===== config.mk =====
export PLATFORM = sky130hd
export DESIGN_NAME = pll_lock_reset_gen
export DESIGN_NICKNAME = d
export VERILOG_FILES = /design/src/rtl/pll_lock_pkg.sv /design/src/rtl/pll_lock_sync.sv /design/src/rtl/pll_lock_reset_gen.sv
export SDC_FILE = /design/constraint.sdc
export NUM_CORES = 1
export LEC_CHECK = 0
export CELL_PAD_IN_SITES_DETAIL_PLACEMENT = 1
export CELL_PAD_IN_SITES_GLOBAL_PLACEMENT = 1
export CORE_MARGIN = 2
export CORE_UTILIZATION = 43
export DETAILED_ROUTE_END_ITERATION = 8
export GPL_TIMING_DRIVEN = 0
export PLACE_DENSITY_LB_ADDON = 0.25
export SYNTH_ARGS = -nofsm -noshare
export SYNTH_HDL_FRONTEND = slang
export SYNTH_SLANG_ARGS = --single-unit

===== constraint.sdc =====
create_clock -name CLOCK -period 2.6 [get_ports CLOCK]
set_clock_uncertainty 0.05 [all_clocks]
set_input_delay 0.26 -clock CLOCK [delete_from_list [all_inputs] [get_ports CLOCK]]
set_output_delay 0.26 -clock CLOCK [all_outputs]
set_load 0.02 [all_outputs]

===== src/rtl/pll_lock_pkg.sv =====
// Shared definitions for the PLL lock qualified reset generator.
//   LOSS_CNT_W   : width of the lock-loss event counter output
//   lock_state_e : FSM state encoding
package pll_lock_pkg;

    localparam int LOSS_CNT_W = 8;

    typedef enum logic [2:0] {
        ST_WAIT_LOCK = 3'd0,
        ST_QUALIFY   = 3'd1,
        ST_RELEASE   = 3'd2,
        ST_RUN       = 3'd3,
        ST_LOST      = 3'd4
    } lock_state_e;

endpackage


===== src/rtl/pll_lock_sync.sv =====
// Multi-flop synchronizer bringing the raw PLL lock indication into the
// reference clock domain.
// Ports:
//   clk      : reference clock
//   rst_n    : asynchronous active-low reset, clears every stage to 0
//   async_in : asynchronous input
//   sync_out : synchronized output (last stage of the chain)
module pll_lock_sync #(
    parameter int SYNC_STAGES = 2
) (
    input  logic clk,
    input  logic rst_n,
    input  logic async_in,
    output logic sync_out
);

    logic [SYNC_STAGES-1:0] sync_q;
    logic [SYNC_STAGES-1:0] sync_d;

    always_comb begin
        sync_d = {sync_q[SYNC_STAGES-2:0], async_in};
    end

    always_ff @(posedge clk or negedge rst_n) begin
        if (!rst_n) begin
            sync_q <= '0;
        end else begin
            sync_q <= sync_d;
        end
    end

    assign sync_out = sync_q[SYNC_STAGES-1];

endmodule


===== src/rtl/pll_lock_reset_gen.sv =====
// PLL lock qualified reset generator. Holds the system in reset until the
// synchronized PLL lock has been continuously high for STABLE_CYCLES, then
// waits RELEASE_CYCLES more before releasing SYS_RESET_N. Any lock loss after
// qualification drops SYS_RESET_N and restarts qualification.
// Ports:
//   CLOCK         : free-running reference clock
//   RESET_N       : asynchronous active-low reset
//   PLL_LOCKED    : raw PLL lock, asynchronous to CLOCK
//   SYS_RESET_N   : registered active-low system reset, high only in RUN
//   LOCK_STABLE   : high in RELEASE and RUN
//   LOCK_LOST     : sticky lock-loss flag, cleared only by RESET_N
//   LOCK_LOSS_CNT : saturating lock-loss event count
// Build option: define PLL_LOCK_LOSS_CNT_EN to build the loss counter;
// without it LOCK_LOSS_CNT is tied to 0.
module pll_lock_reset_gen
    import pll_lock_pkg::*;
#(
    parameter int SYNC_STAGES    = 2,
    parameter int STABLE_CYCLES  = 1024,
    parameter int RELEASE_CYCLES = 16
) (
    input  logic                  CLOCK,
    input  logic                  RESET_N,
    input  logic                  PLL_LOCKED,
    output logic                  SYS_RESET_N,
    output logic                  LOCK_STABLE,
    output logic                  LOCK_LOST,
    output logic [LOSS_CNT_W-1:0] LOCK_LOSS_CNT
);

    localparam int CNT_MAX = (STABLE_CYCLES > RELEASE_CYCLES) ? STABLE_CYCLES : RELEASE_CYCLES;
    localparam int CNT_W   = $clog2(CNT_MAX + 1);
    // Counter starts at 0 on state entry, so the last cycle shows N-1.
    localparam logic [CNT_W-1:0] QUAL_LAST = CNT_W'(STABLE_CYCLES - 1);
    localparam logic [CNT_W-1:0] REL_LAST  = CNT_W'(RELEASE_CYCLES - 1);

    lock_state_e      state_q, state_d;
    logic [CNT_W-1:0] cnt_q, cnt_d;
    logic             lock_s;
    logic             sys_rst_n_q, sys_rst_n_d;
    logic             lock_lost_q, lock_lost_d;
    logic             lock_stable;
    logic             lost_entry;

    pll_lock_sync #(
        .SYNC_STAGES (SYNC_STAGES)
    ) u_sync (
        .clk      (CLOCK),
        .rst_n    (RESET_N),
        .async_in (PLL_LOCKED),
        .sync_out (lock_s)
    );

    // State register
    always_ff @(posedge CLOCK or negedge RESET_N) begin
        if (!RESET_N) begin
            state_q <= ST_WAIT_LOCK;
            cnt_q   <= '0;
        end else begin
            state_q <= state_d;
            cnt_q   <= cnt_d;
        end
    end

    // Next state. Lock loss is tested before terminal count so a drop on the
    // last cycle discards the advance.
    always_comb begin
        state_d = state_q;
        cnt_d   = '0;
        case (state_q)
            ST_WAIT_LOCK: begin
                if (lock_s) state_d = ST_QUALIFY;
            end
            ST_QUALIFY: begin
                if (!lock_s)                 state_d = ST_WAIT_LOCK;
                else if (cnt_q == QUAL_LAST) state_d = ST_RELEASE;
                else                         cnt_d   = cnt_q + CNT_W'(1);
            end
            ST_RELEASE: begin
                if (!lock_s)                state_d = ST_LOST;
                else if (cnt_q == REL_LAST) state_d = ST_RUN;
                else                        cnt_d   = cnt_q + CNT_W'(1);
            end
            ST_RUN: begin
                if (!lock_s) state_d = ST_LOST;
            end
            ST_LOST: begin
                state_d = ST_WAIT_LOCK;
            end
            default: begin
                state_d = ST_WAIT_LOCK;
            end
        endcase
    end

    // Outputs. SYS_RESET_N is registered from the next state so it tracks RUN
    // exactly; LOST lasts one cycle, so state_d == LOST marks a single entry.
    always_comb begin
        lock_stable = (state_q == ST_RELEASE) || (state_q == ST_RUN);
        sys_rst_n_d = (state_d == ST_RUN);
        lost_entry  = (state_d == ST_LOST);
        lock_lost_d = lock_lost_q | lost_entry;
    end

    always_ff @(posedge CLOCK or negedge RESET_N) begin
        if (!RESET_N) begin
            sys_rst_n_q <= 1'b0;
            lock_lost_q <= 1'b0;
        end else begin
            sys_rst_n_q <= sys_rst_n_d;
            lock_lost_q <= lock_lost_d;
        end
    end

    assign SYS_RESET_N = sys_rst_n_q;
    assign LOCK_STABLE = lock_stable;
    assign LOCK_LOST   = lock_lost_q;

`ifdef PLL_LOCK_LOSS_CNT_EN
    logic [LOSS_CNT_W-1:0] loss_cnt_q, loss_cnt_d;

    // Saturates at all-ones instead of wrapping.
    always_comb begin
        loss_cnt_d = loss_cnt_q;
        if (lost_entry && (loss_cnt_q != {LOSS_CNT_W{1'b1}})) begin
            loss_cnt_d = loss_cnt_q + LOSS_CNT_W'(1);
        end
    end

    always_ff @(posedge CLOCK or negedge RESET_N) begin
        if (!RESET_N) begin
            loss_cnt_q <= '0;
        end else begin
            loss_cnt_q <= loss_cnt_d;
        end
    end

    assign LOCK_LOSS_CNT = loss_cnt_q;
`else
    assign LOCK_LOSS_CNT = '0;
`endif

endmodule

==> flow_summary.json <==
{
  "outcome": "finished, final reports clean",
  "tns_ns": 0,
  "clock_latency_ns": 0.29,
  "clock-sinks": 18,
  "die_height_um": 49.55,
  "synthXorXnorAreaFrac_pct": 7.854,
  "synth-main-ff-cell": "dfrtp_1",
  "hold_buffers": 0,
  "place_congestion": 0.8231,
  "fin_nets": 106,
  "grt_pass1_vias": 658,
  "yosys.cell_count.top_type": "dfrtp_1",
  "report.final.slew_viol_count": 0,
  "tightest_slew_ns": 0.7937,
  "fin_area_um2": 1039,
  "core_area_um2": 1962,
  "path_max_fanout": 7,
  "crit_type": "flop to output pin",
  "syn_to_final_growth_pct": 16.41,
  "synthArstFlopShare_pct": 100.0,
  "wl_per_cell_um": 12.77,
  "min_path_type": "flop to flop",
  "placed_area_um2": 1002,
  "avgSynthCellArea_um2": 10.50,
  "drv_cap": 0,
  "grt_pass1_wl_um": 2967,
  "synth_top_area_cell": "dfrtp_1",
  "whs_ns": 0.3088,
  "vias_per_cell": 4.992,
  "fmax_mhz": 522.2,
  "drc": 0,
  "synth-compound-area-share_pct": 8.696,
  "total_power_uw": 498.4,
  "ys_types": 27,
  "cts_root_buf": "clkbuf_4",
  "yosys.area_share.simple_pct": 21.88,
  "powerDensity_nw_per_um2": 479.9,
  "synthTopCellsByArea": "dfrtp_1, buf_4, nor2_1, xnor2_1, xor2_1",
  "ios": 14,
  "grt_max_degree": 19,
  "worst-r2r-setup-slack_ns": 0.69,
  "cp.required_ns": 2.29,
  "fp.dieW_um": 49.55,
  "cts_resized": 0,
  "rsz0062_at_grt": "no",
  "end_kind": "output pin",
  "yosysTopAreaCellShare_pct": 50.49,
  "antenna_cells": 0,
  "cts_tree": "done",
  "slew_headroom_pct": 46.92,
  "synth_area_um2": 892.1,
  "yosysSeqAreaShare_pct": 50.49,
  "grt_overflow": 0,
  "synthAdderAreaFrac_pct": 1.403,
  "grt_antenna_before_repair": 0,
  "setup_violations": 0,
  "port_buffers": 5,
  "fp-row-count": 16,
  "synth_common_cells": "dfrtp_1, nor2_1, buf_4",
  "cts_buffers": 3,
  "dp_hpwl_um": 1204,
  "ant_nets": 0,
  "pre_cts_slack_ns": 0.7120,
  "grt_use_total_pct": 15.91,
  "dr_total_vias": 639,
  "drive_gt1_share_pct": 18.81,
  "synth-edff-count": 0,
  "dieArea_um2": 2455,
  "fin_crit_sh_pct": 73.65,
  "drt_wl_total_um": 1634,
  "drtIter0Drc": 5,
  "ys_ff_latch": 18,
  "ir_drop_mv": 0.2999,
  "fillers": 242,
  "ctsHtreeMaxLevel": 1,
  "min_period_ns": 1.915,
  "dr.pass1.iters": 5,
  "leakagePower_nw": 0.4884,
  "layout_setup_ws_ns": 0.6851,
  "start_kind": "flop",
  "path_clk_slew_ns": 0.10,
  "synth_top_family_by_area": "simple AND/OR/NAND/NOR gates",
  "netlist_instances": 85,
  "start_util_pct": 45.47,
  "critical_path_arrival_ns": 1.60,
  "clockBufferDepth": 2,
  "post_cts_buffers": 0,
  "yosys_warnings": 0,
  "synthMuxAreaShare_pct": 0,
  "hold_viol": 0
}
## through the flow
step	std cells	util, %
after floorplan	92	-
after global placement	124	51.08
after detailed placement	124	51.08
after CTS	128	52.93
after global routing	128	52.93
final	128	52.93
## path summary, 6_finish.rpt
check / start / end / cells past startpoint
worst max-delay path: state_q[1] / LOCK_STABLE / 2
worst min-delay path: u_sync.sync_q[0] / u_sync.sync_q[1] / 0
worst max register to register: cnt_q[7] / cnt_q[2] / 5
worst min register to register: u_sync.sync_q[0] / u_sync.sync_q[1] / 0
max in group asynchronous: RESET_N / cnt_q[4] / 1
min in group asynchronous: RESET_N / cnt_q[8] / 1
## cell usage in the layout (no fill, tap or decap), types with 2 or more instances in the layout
master,synthesis,layout
inv_1,3,3
or3_1,3,3
nand3_1,5,5
nor2b_1,3,3
or2_2,2,2
dfrtp_1,18,18
xor2_1,4,4
nor4_1,2,2
clkbuf_4,0,3
and3_1,2,2
nand2_1,4,4
nor2_1,11,11
clkdlybuf4s50_1,0,5
xnor2_1,4,4
conb_1,1,8
buf_4,8,8
nor3_1,3,3
## sequential cells by signal, indices dropped and copies added, names as in the netlist
| signal | cells |
|---|---|
| u_sync.sync_q | 2 |
| state_q | 3 |
| SYS_RESET_N | 1 |
| LOCK_LOST | 1 |
| cnt_q | 11 |
## cells by family after synthesis
| kind of cell | Yosys count |
|---|---|
| xor gates and xnor gates | 8 |
| adders and majority gates | 1 |
| AOI/OAI and AO/OA | 7 |
| other | 1 |
| DFF | 18 |
| and+or+nand+nor | 38 |
| buffers and inverters | 12 |
## layer usage
metal	part of all wire, %	global-route usage, %	vias up
met4	0	5.556	0
met2	51	26.89	14
met5	0	0	-
met3	4.5	3.939	0
met1	44	19.65	321
li1	-	-	304
## final cells by class
| cell class | instances | area (um^2) | area share [%] |
|---|---|---|---|
| flip-flops and latches | 18 | 450.4 | 43.37 |
| inverters | 3 | 11.26 | 1.084 |
| multi-input cells | 62 | 385.4 | 37.11 |
| plain buffers | 9 | 71.32 | 6.867 |
| well taps | 27 | 33.78 | 3.253 |
| repair buffers | 5 | 50.05 | 4.819 |
| clock buffers | 4 | 36.28 | 3.494 |
## power breakdown
| group | switching, mW | total (mW) | internal [mW] | leakage [nW] |
|---|---|---|---|---|
| sequential | 0.00309 | 0.287 | 0.284 | 0.244 |
| combinational | 0.0252 | 0.0416 | 0.0164 | 0.224 |
| clock | 0.0849 | 0.170 | 0.0851 | 0.0210 |
| total | 0.113 | 0.498 | 0.385 | 0.488 |
## worst max-delay path: stages, from the launching register on
cell             delay [ns]
dfrtp_1                0.51
nor2b_1                0.20
clkdlybuf4s50_1        0.62
No activity file was read; power rests on OpenSTA's default activity.
